`config.mk`:
```
export PLATFORM = sky130hd
export DESIGN_NAME = key_filter_pulse
export DESIGN_NICKNAME = d
export VERILOG_FILES = /design/src/rtl/key_pkg.sv /design/src/rtl/key_filter_cell.sv /design/src/rtl/key_filter_pulse.sv
export SDC_FILE = /design/constraint.sdc
export NUM_CORES = 1
export LEC_CHECK = 0
export ABC_AREA = 1
export CORE_MARGIN = 1.5
export CORE_UTILIZATION = 33
export CTS_BUF_LIST = sky130_fd_sc_hd__clkbuf_2
export DETAILED_ROUTE_END_ITERATION = 10
export MAX_ROUTING_LAYER = met4
export PLACE_DENSITY = 0.52
export SYNTH_ARGS = -nofsm -noshare
export SYNTH_HDL_FRONTEND = slang
export SYNTH_SLANG_ARGS = --single-unit
```
`constraint.sdc`:
```
create_clock -name clk -period 1.4 [get_ports clk]
set_input_delay 0.14 -clock clk [delete_from_list [all_inputs] [get_ports clk]]
set_output_delay 0.14 -clock clk [all_outputs]
set_load 0.03 [all_outputs]
```
`src/rtl/key_pkg.sv`:
```
// rtl/key_pkg.sv - shared constants for the key debounce/pulse filter
package key_pkg;

  localparam int   DEB_CYCLES_DEF  = 240000;
  localparam int   HOLD_CYCLES_DEF = 12000000;
  localparam logic KEY_RELEASED    = 1'b1;

endpackage

```
`src/rtl/key_filter_cell.sv`:
```
// rtl/key_filter_cell.sv - one key: synchronizer, debounce counter, hold counter, event pulses
module key_filter_cell
  import key_pkg::*;
#(
  parameter int DEB_CYCLES  = DEB_CYCLES_DEF,
  parameter int HOLD_CYCLES = HOLD_CYCLES_DEF
) (
  input  logic clk,
  input  logic rst,
  input  logic key,
  output logic key_pulse,
  output logic key_release,
  output logic key_state,
  output logic key_hold
);

  localparam int              DW        = $clog2(DEB_CYCLES) + 1;
  localparam int              HW        = $clog2(HOLD_CYCLES) + 1;
  localparam logic [DW-1:0]   DEB_LAST  = DW'(DEB_CYCLES - 1);
  localparam logic [HW-1:0]   HOLD_LAST = HW'(HOLD_CYCLES - 1);
  localparam logic [HW-1:0]   HOLD_SAT  = HW'(HOLD_CYCLES);

  logic          r_sync1;
  logic          r_sync2;
  logic          r_state;
  logic [DW-1:0] r_deb_cnt;
  logic [HW-1:0] r_hold_cnt;
  logic          r_pulse;
  logic          r_release;
  logic          r_hold;

  logic          w_differ;
  logic          w_deb_done;

  assign w_differ   = (r_sync2 != r_state);
  assign w_deb_done = (r_deb_cnt == DEB_LAST);

  always_ff @(posedge clk or negedge rst) begin
    if (!rst) begin
      r_sync1 <= KEY_RELEASED;
      r_sync2 <= KEY_RELEASED;
    end else begin
      r_sync1 <= key;
      r_sync2 <= r_sync1;
    end
  end

  // Any sample matching the accepted level throws away all accumulated credit.
  always_ff @(posedge clk or negedge rst) begin
    if (!rst) begin
      r_deb_cnt <= '0;
      r_state   <= KEY_RELEASED;
      r_pulse   <= 1'b0;
      r_release <= 1'b0;
    end else begin
      r_pulse   <= 1'b0;
      r_release <= 1'b0;
      if (!w_differ) begin
        r_deb_cnt <= '0;
      end else if (w_deb_done) begin
        r_deb_cnt <= '0;
        r_state   <= r_sync2;
        r_pulse   <= ~r_sync2;
        r_release <= r_sync2;
      end else begin
        r_deb_cnt <= r_deb_cnt + DW'(1);
      end
    end
  end

  // Counter parks one past the hold point so the hold flag fires once per press.
  always_ff @(posedge clk or negedge rst) begin
    if (!rst) begin
      r_hold_cnt <= '0;
      r_hold     <= 1'b0;
    end else if (r_state == KEY_RELEASED) begin
      r_hold_cnt <= '0;
      r_hold     <= 1'b0;
    end else begin
      r_hold <= (r_hold_cnt == HOLD_LAST);
      if (r_hold_cnt != HOLD_SAT) begin
        r_hold_cnt <= r_hold_cnt + HW'(1);
      end
    end
  end

  assign key_pulse   = r_pulse;
  assign key_release = r_release;
  assign key_state   = r_state;
  assign key_hold    = r_hold;

endmodule

```
`src/rtl/key_filter_pulse.sv`:
```
// rtl/key_filter_pulse.sv - N independent debounced keys with press/release/hold pulses
module key_filter_pulse
  import key_pkg::*;
#(
  parameter int N           = 1,
  parameter int DEB_CYCLES  = DEB_CYCLES_DEF,
  parameter int HOLD_CYCLES = HOLD_CYCLES_DEF
) (
  input  logic         clk,
  input  logic         rst,
  input  logic [N-1:0] key,
  output logic [N-1:0] key_pulse,
  output logic [N-1:0] key_release,
  output logic [N-1:0] key_state,
  output logic [N-1:0] key_hold
);

  for (genvar g = 0; g < N; g++) begin : g_key
    key_filter_cell #(
      .DEB_CYCLES  (DEB_CYCLES),
      .HOLD_CYCLES (HOLD_CYCLES)
    ) u_cell (
      .clk         (clk),
      .rst         (rst),
      .key         (key[g]),
      .key_pulse   (key_pulse[g]),
      .key_release (key_release[g]),
      .key_state   (key_state[g]),
      .key_hold    (key_hold[g])
    );
  end

endmodule

```
==> summary.md <==
| Metric | Value |
|---|---|
| Worst Tran Pin Value | 297 ps |
| Row Count | 34 |
| Hold Fails Final Rpt | 0 |
| CTS Buffer Depth | 2 |
| Max-Cap Viols | 0 |
| CP Launch Type | flop |
| GR Overflow Total | 0 |
| Yosys warnings | 0 |
| Max FO, Critical Path | 5 |
| Largest net degree at the start of global routing | 51 |
| Nets | 460 |
| GR Util All Layers | 0.162 |
| Layout cell share with drive strength beyond 1 | 0.235 |
| Hold/Removal Path Class | input port to async pin |
| Clock root buffer | clkbuf_2 |
| Synthesized instance count | 423 |
| Commonest non-fill, non-tap cell in the layout | nand2_1 |
| DRT antenna net count | 0 |
| Fill cells | 918 |
| Critical-path top delay cell | dfstp_2 |
| Post-synth top area cell | dfrtp_1 |
| # setup viols final | 0 |
| Critical-path cell list | buf_6 |
| Peak VDD IR | 0.000429 V |
| Critical path's top delay family | flip-flops |
| WP data required | 1260 ps |
| RSZ-0062 raised after global routing | true |
| Power Density | 629 nW/um2 |
| CP arrival | 1230 ps |
| WL/cell | 12.6 um |
| Initial core utilization | 0.343 |
| Antenna Cells | 0 |
| Synth top area cells | dfrtp_1, nand2_1, nor2_1, inv_1, nand3_1 |
| Die area | 9700 um2 |
| CTS Buf Count | 5 |
| Status | completed |
| Period utilisation layout | 0.976 |
| Register area share after synthesis | 0.417 |
| Slowest stage delay, CP | 640 ps |
| Die height | 98.5 um |
| Drt pass-1 iters | 4 |
| FF/Latch Area | 1270 um2 |
| Clk_skew | 14.2 ps |
| H-tree levels | 2 |
| Final TNS setup | 0 ps |
| Highest clock rate | 732 MHz |
| Syn nets | 429 |
| DRT Wirelength | 7.09 mm |
| Placer Congestion | 0.902 |
| Area grow syn2layout | 18.8% |
| Slew Limit Headroom | 0.802 |
| Netlist Area Pre-Place | 3010 um2 |
| Synth cell types | 30 |
| CP bufs+invs | 1 |
| Initial antenna violation count | 0 |
| Fin. max-slew vios | 0 |
| Crit. End Element | primary output |
| I/O pin cnt | 7 |
| Clk slew on worst S/H paths | 300 ps |
| Clock sinks | 50 |
| Core ar. | 8760 um2 |
| Die X | 98.5 um |
| Worst Hold Slack | 169 ps |
| Drt drc | 0 |
| Multi-input gate area | 1690 um2 |
| Final worst path period need | 1370 ps |
| IO buf count | 6 |
| Commonest cells after routing, fill and taps aside | nand2_1, nor2_1, inv_1 |
| Flops & latches, synth | 50 |
| Post-DP HPWL | 5.16 mm |
| First-pass GRT wire length | 12.3 mm |
| Routed vias/inst | 4.66 |
| DR iter-0 viols | 67 |
| Pleak | 1.53 nW |
| Yosys top cell area share | 0.391 |
| Vias in the first global route | 2606 |
| Worst skew pair latency | 450 ps |
| DR vias | 2626 |
| Utilization after layout | 0.408 |
| Critical path class | flop to primary output |
| CTS tree | done |
| Avg Synthesized Cell Area | 7.11 um2 |
## layout make-up
type	count	share of cell area
multi-input cells	314	0.471
repair buffers	27	0.0623
well taps	108	0.0378
inverters	56	0.0588
clock inverters	3	0.00735
flip-flops and latches	50	0.355
clock buffers	5	0.00700
## power by group
group          total [mW]  switching (mW)  internal, mW
combinational      0.0945          0.0591        0.0354
clock               0.681           0.538         0.143
sequential           1.47          0.0122          1.46
## through the flow
stage / std cells / area, um2 / total power, mW / setup slack, ps
after detailed placement: 541 / 3250 / 1.57 / 5.55
after floorplan: 423 / 3010 / 1.52 / 3.08
after global placement: 541 / 3250 / 1.57 / 18.2
after global routing: 563 / 3570 / 2.36 / -78.0
after CTS: 559 / 3450 / 2.29 / -26.6
final: 563 / 3570 / 2.25 / 33.4
## layer usage
metal | part of all wire | vias to the layer above | track usage
met1 | 0.47 | 1222 | 0.198
met4 | 0.017 | 0 | 0.0520
li1 | - | 1372 | -
met2 | 0.49 | 22 | 0.274
met3 | 0.016 | 10 | 0.0270
met5 | 0 | - | -
## flip-flops by register name, indices dropped and copies added, names as in the netlist
register,count
g_key.u_cell.key_hold,1
g_key.u_cell.key_pulse,1
g_key.u_cell.key_release,1
g_key.u_cell.key_state,1
g_key.u_cell.r_deb_cnt,19
g_key.u_cell.r_hold_cnt,25
g_key.u_cell.r_sync1,1
g_key.u_cell.r_sync2,1
## cell families after synthesis
| group | share of synthesized area |
|---|---|
| AOI/OAI and AO/OA | 0.0532 |
| xor gates and xnor gates | 0.0349 |
| adders and majority gates | 0.0125 |
| buffers and inverters | 0.0749 |
| DFF | 0.417 |
| and+or+nand+nor | 0.407 |
## what timing repair did
item | 4_1_cts | 5_1_grt
gates resized for setup | 24 | 38
buffers inserted | 8 | 4
hold endpoints to repair | 51 | 0
pin swaps | 10 | 15
hold buffers | 2 | 0
setup endpoints to repair | 21 | 43
cloned | 0 | 0
## Yosys cell counts, drive strengths merged
master,number
o21ai,12
ha,3
nand4,5
nor3,7
nor3b,1
dfrtp,47
buf,1
clkinv,1
xor2,9
a21oi,17
inv,55
clkbuf,2
a22oi,1
dfstp,3
nor4,1
xnor2,3
nand2,116
nand3b,2
nand3,32
o21bai,1
nor2,104
## final timing paths
check / start / endpoint / slack, ps / cells after the start
hold / removal: rst / g_key[0].u_cell.r_deb_cnt[8] / 170 / 3
setup reg to reg: g_key[0].u_cell.r_hold_cnt[0] / g_key[0].u_cell.r_hold_cnt[0] / 50 / 9
max in group asynchronous: rst / g_key[0].u_cell.key_state / 960 / 3
hold reg to reg: g_key[0].u_cell.r_sync1 / g_key[0].u_cell.r_sync2 / 380 / 0
setup / recovery: g_key[0].u_cell.key_state / key_state / 30 / 1
min in group clk: g_key[0].u_cell.r_sync1 / g_key[0].u_cell.r_sync2 / 380 / 0
Note: power is estimated with default switching activity, not from simulation.
==> RTL change (config.mk and constraints unchanged) <==
The package constant `DEB_CYCLES_DEF` goes from 240000 to 960000.
--- a/src/rtl/key_pkg.sv
+++ b/src/rtl/key_pkg.sv
@@ -2,5 +2,5 @@
 package key_pkg;
 
-  localparam int   DEB_CYCLES_DEF  = 240000;
+  localparam int   DEB_CYCLES_DEF  = 960000;
   localparam int   HOLD_CYCLES_DEF = 12000000;
   localparam logic KEY_RELEASED    = 1'b1;
Behaviour: no difference found for any inputs over 10 cycles, from zero or initial values and one cycle with rst low; that may be too few to reach the edited logic, so the function may still have changed.
==> RTL change against the original RTL <==
The flow now finishes with violations (setup timing); die area shrank 1.4%; non-clock buffer count up 20; synthesized area decreased by 1.5%; wire length is 1.3% higher; hold slack got worse by 0.14 ns; final area up 8.6%; power increased by 9.0%; critical path depth rose by 5; sequential cell count increased by 2; clock power up 19%; via count up 1.8%; worst setup slack got worse by 0.13 ns; global-route usage shrank 0.66 points; critical endpoint is now g_key[0].u_cell.r_deb_cnt[10]$_DFF_PN0_.
==> RTL change: results <==
[clock_tree]
cts.root.buffer_cell = "clkbuf_2"
cts_buffer_depth = 2
cts_made_buffers = 5
worstSkewPairLatency_ns = 0.46
path_clk_slew_ns = 0.28
cts.htree.levels = 2

[timing]
setup_viol = 13
finClkSkew_ns = 0.03312
layout_setup_ws_ns = -0.1007
tightestPinTransition_ns = 0.2975

[placed_design]
place_hpwl_um = 4934
gp_congestion = 0.8086
placedInstanceArea_um2 = 3362

[routing]
routed_wl_um = 7188
drt_iter0_markers = 77
firstDrtPassIters = 4
vias = 2672

[yosys]
netlist-cell-type-count = 26
ys_seq_area_frac = 0.4403
ys_warn_count = 0
synth_commonest_cells = "nor2_1 (104), nand2_1 (101), dfrtp_1 (49)"
synthArstFlopShare = 1.000
synth_nets = 414
synth_area_leaders = "dfrtp_1 (41%), nor2_1 (13%), nand2_1 (13%)"

[worst_setup_path]
critPathSlowestCell = "dfstp_2"
worstPathArrival_ns = 1.86
critPathLaunch = "g_key[0].u_cell.key_state$_DFFE_PN1P_"
critPathMaxStageDelay_ns = 0.64
cpLargestDelayFamily = "flip-flops"
crit_fanout = 6

[cells_and_area]
reg.largest.list = "g_key.u_cell.r_hold_cnt (25), g_key.u_cell.r_deb_cnt (21)"
drive_above_1_share = 0.3189
final_nets = 466
antennaDiodeCount = 0

[worst_hold_path]
hold_path_class = "primary input to register"
min_from = "key"

[global_routing]
grtUsageTotal = 0.1557
grt_pass1_vias = 2590
antenna_found_initial = 0
grt_pass1_wl_um = 11830
grt_max_degree = 53

[run_status]
violations = "setup timing"
status = "finished with violations"

[pwr]
p_leak_nw = 1.647
p_int_mw = 1.857
ir_drop_mv = 0.4825
-- RTL change: cell types whose count changed in the layout (fill, tap and decap cells not counted), moves of 5 or more --
cell / before / now
a21oi_1: 16 / 9
buf_4: 18 / 32
buf_6: 1 / 7
dfrtp_1: 35 / 42
dfrtp_2: 12 / 7
inv_1: 48 / 33
nand2_1: 105 / 90
nand3_1: 26 / 20
nor2_4: 12 / 21
o21ai_0: 10 / 4
-- RTL change: layout make-up --
type,instances,area (um^2)
clock buffers,5,25.02
clock inverters,3,42.54
fillers,900,4838
inverters,41,160.2
multi-input cells,313,1812
flip-flops and latches,52,1314
well taps,108,135.1
repair buffers,47,394.1
-- RTL change: repair_timing --
action	in CTS	in global routing
hold buffers	1	0
buffers inserted	4	8
cloned	0	1
pin swaps	0	33
hold endpoints to repair	52	0
setup endpoints to repair	18	39
gates resized for setup	12	99
-- RTL change: metal layers --
| layer | GRT usage | up-vias | share of wire |
|---|---|---|---|
| li1 | - | 1378 | - |
| met1 | 0.1988 | 1253 | 0.45 |
| met2 | 0.2607 | 32 | 0.52 |
| met3 | 0.02434 | 9 | 0.021 |
| met4 | 0.03736 | 0 | 0.011 |
| met5 | - | - | 0 |
-- RTL change: final timing paths --
check	end	slack [ns]	cells past startpoint
min in group asynchronous	g_key[0].u_cell.key_hold$_DFF_PN0_	0.14	3
setup / recovery	g_key[0].u_cell.r_deb_cnt[10]$_DFF_PN0_	-0.10	6
max in group asynchronous	g_key[0].u_cell.key_state$_DFFE_PN1P_	0.96	3
setup reg to reg	g_key[0].u_cell.r_deb_cnt[10]$_DFF_PN0_	-0.10	6
hold reg to reg	g_key[0].u_cell.r_sync2$_DFF_PN1_	0.38	0
hold / removal	g_key[0].u_cell.r_sync1$_DFF_PN1_	0.03	1
-- RTL change: power groups by stage --
stage                     clock network (mW)  logic (mW)  registers, mW
final                                  0.811       0.114           1.53
after global routing                   0.898       0.129           1.53
after CTS                              0.844      0.0939           1.53
after detailed placement                   0      0.0836           1.55
after global placement                     0      0.0829           1.55
after floorplan                            0      0.0234           1.55
-- RTL change: cells by family (layout without fill, tap and decap cells) --
group                      Yosys count  count (layout)  share of synthesized area
buffers and inverters               44              96                    0.05614
adders and majority gates            3               3                    0.01266
and+or+nand+nor                    274             275                     0.4133
xor gates and xnor gates            14              14                    0.04137
AOI/OAI and AO/OA                   21              21                    0.03630
DFF                                 52              52                     0.4403
-- RTL change: per-stage QoR --
step	power, mW	TNS (ns)	cells	setup WS [ns]	hold slack (ns)
final	2.452	-0.6109	569	-0.1007	0.03066
after detailed placement	1.633	-0.4655	547	-0.06515	0.1565
after global placement	1.631	-0.1631	547	-0.02563	0.1580
after global routing	2.557	-1.555	569	-0.1425	0.004757
after floorplan	1.573	0	408	0.001100	-0.1556
after CTS	2.464	-0.09568	560	-0.09568	0.0003693
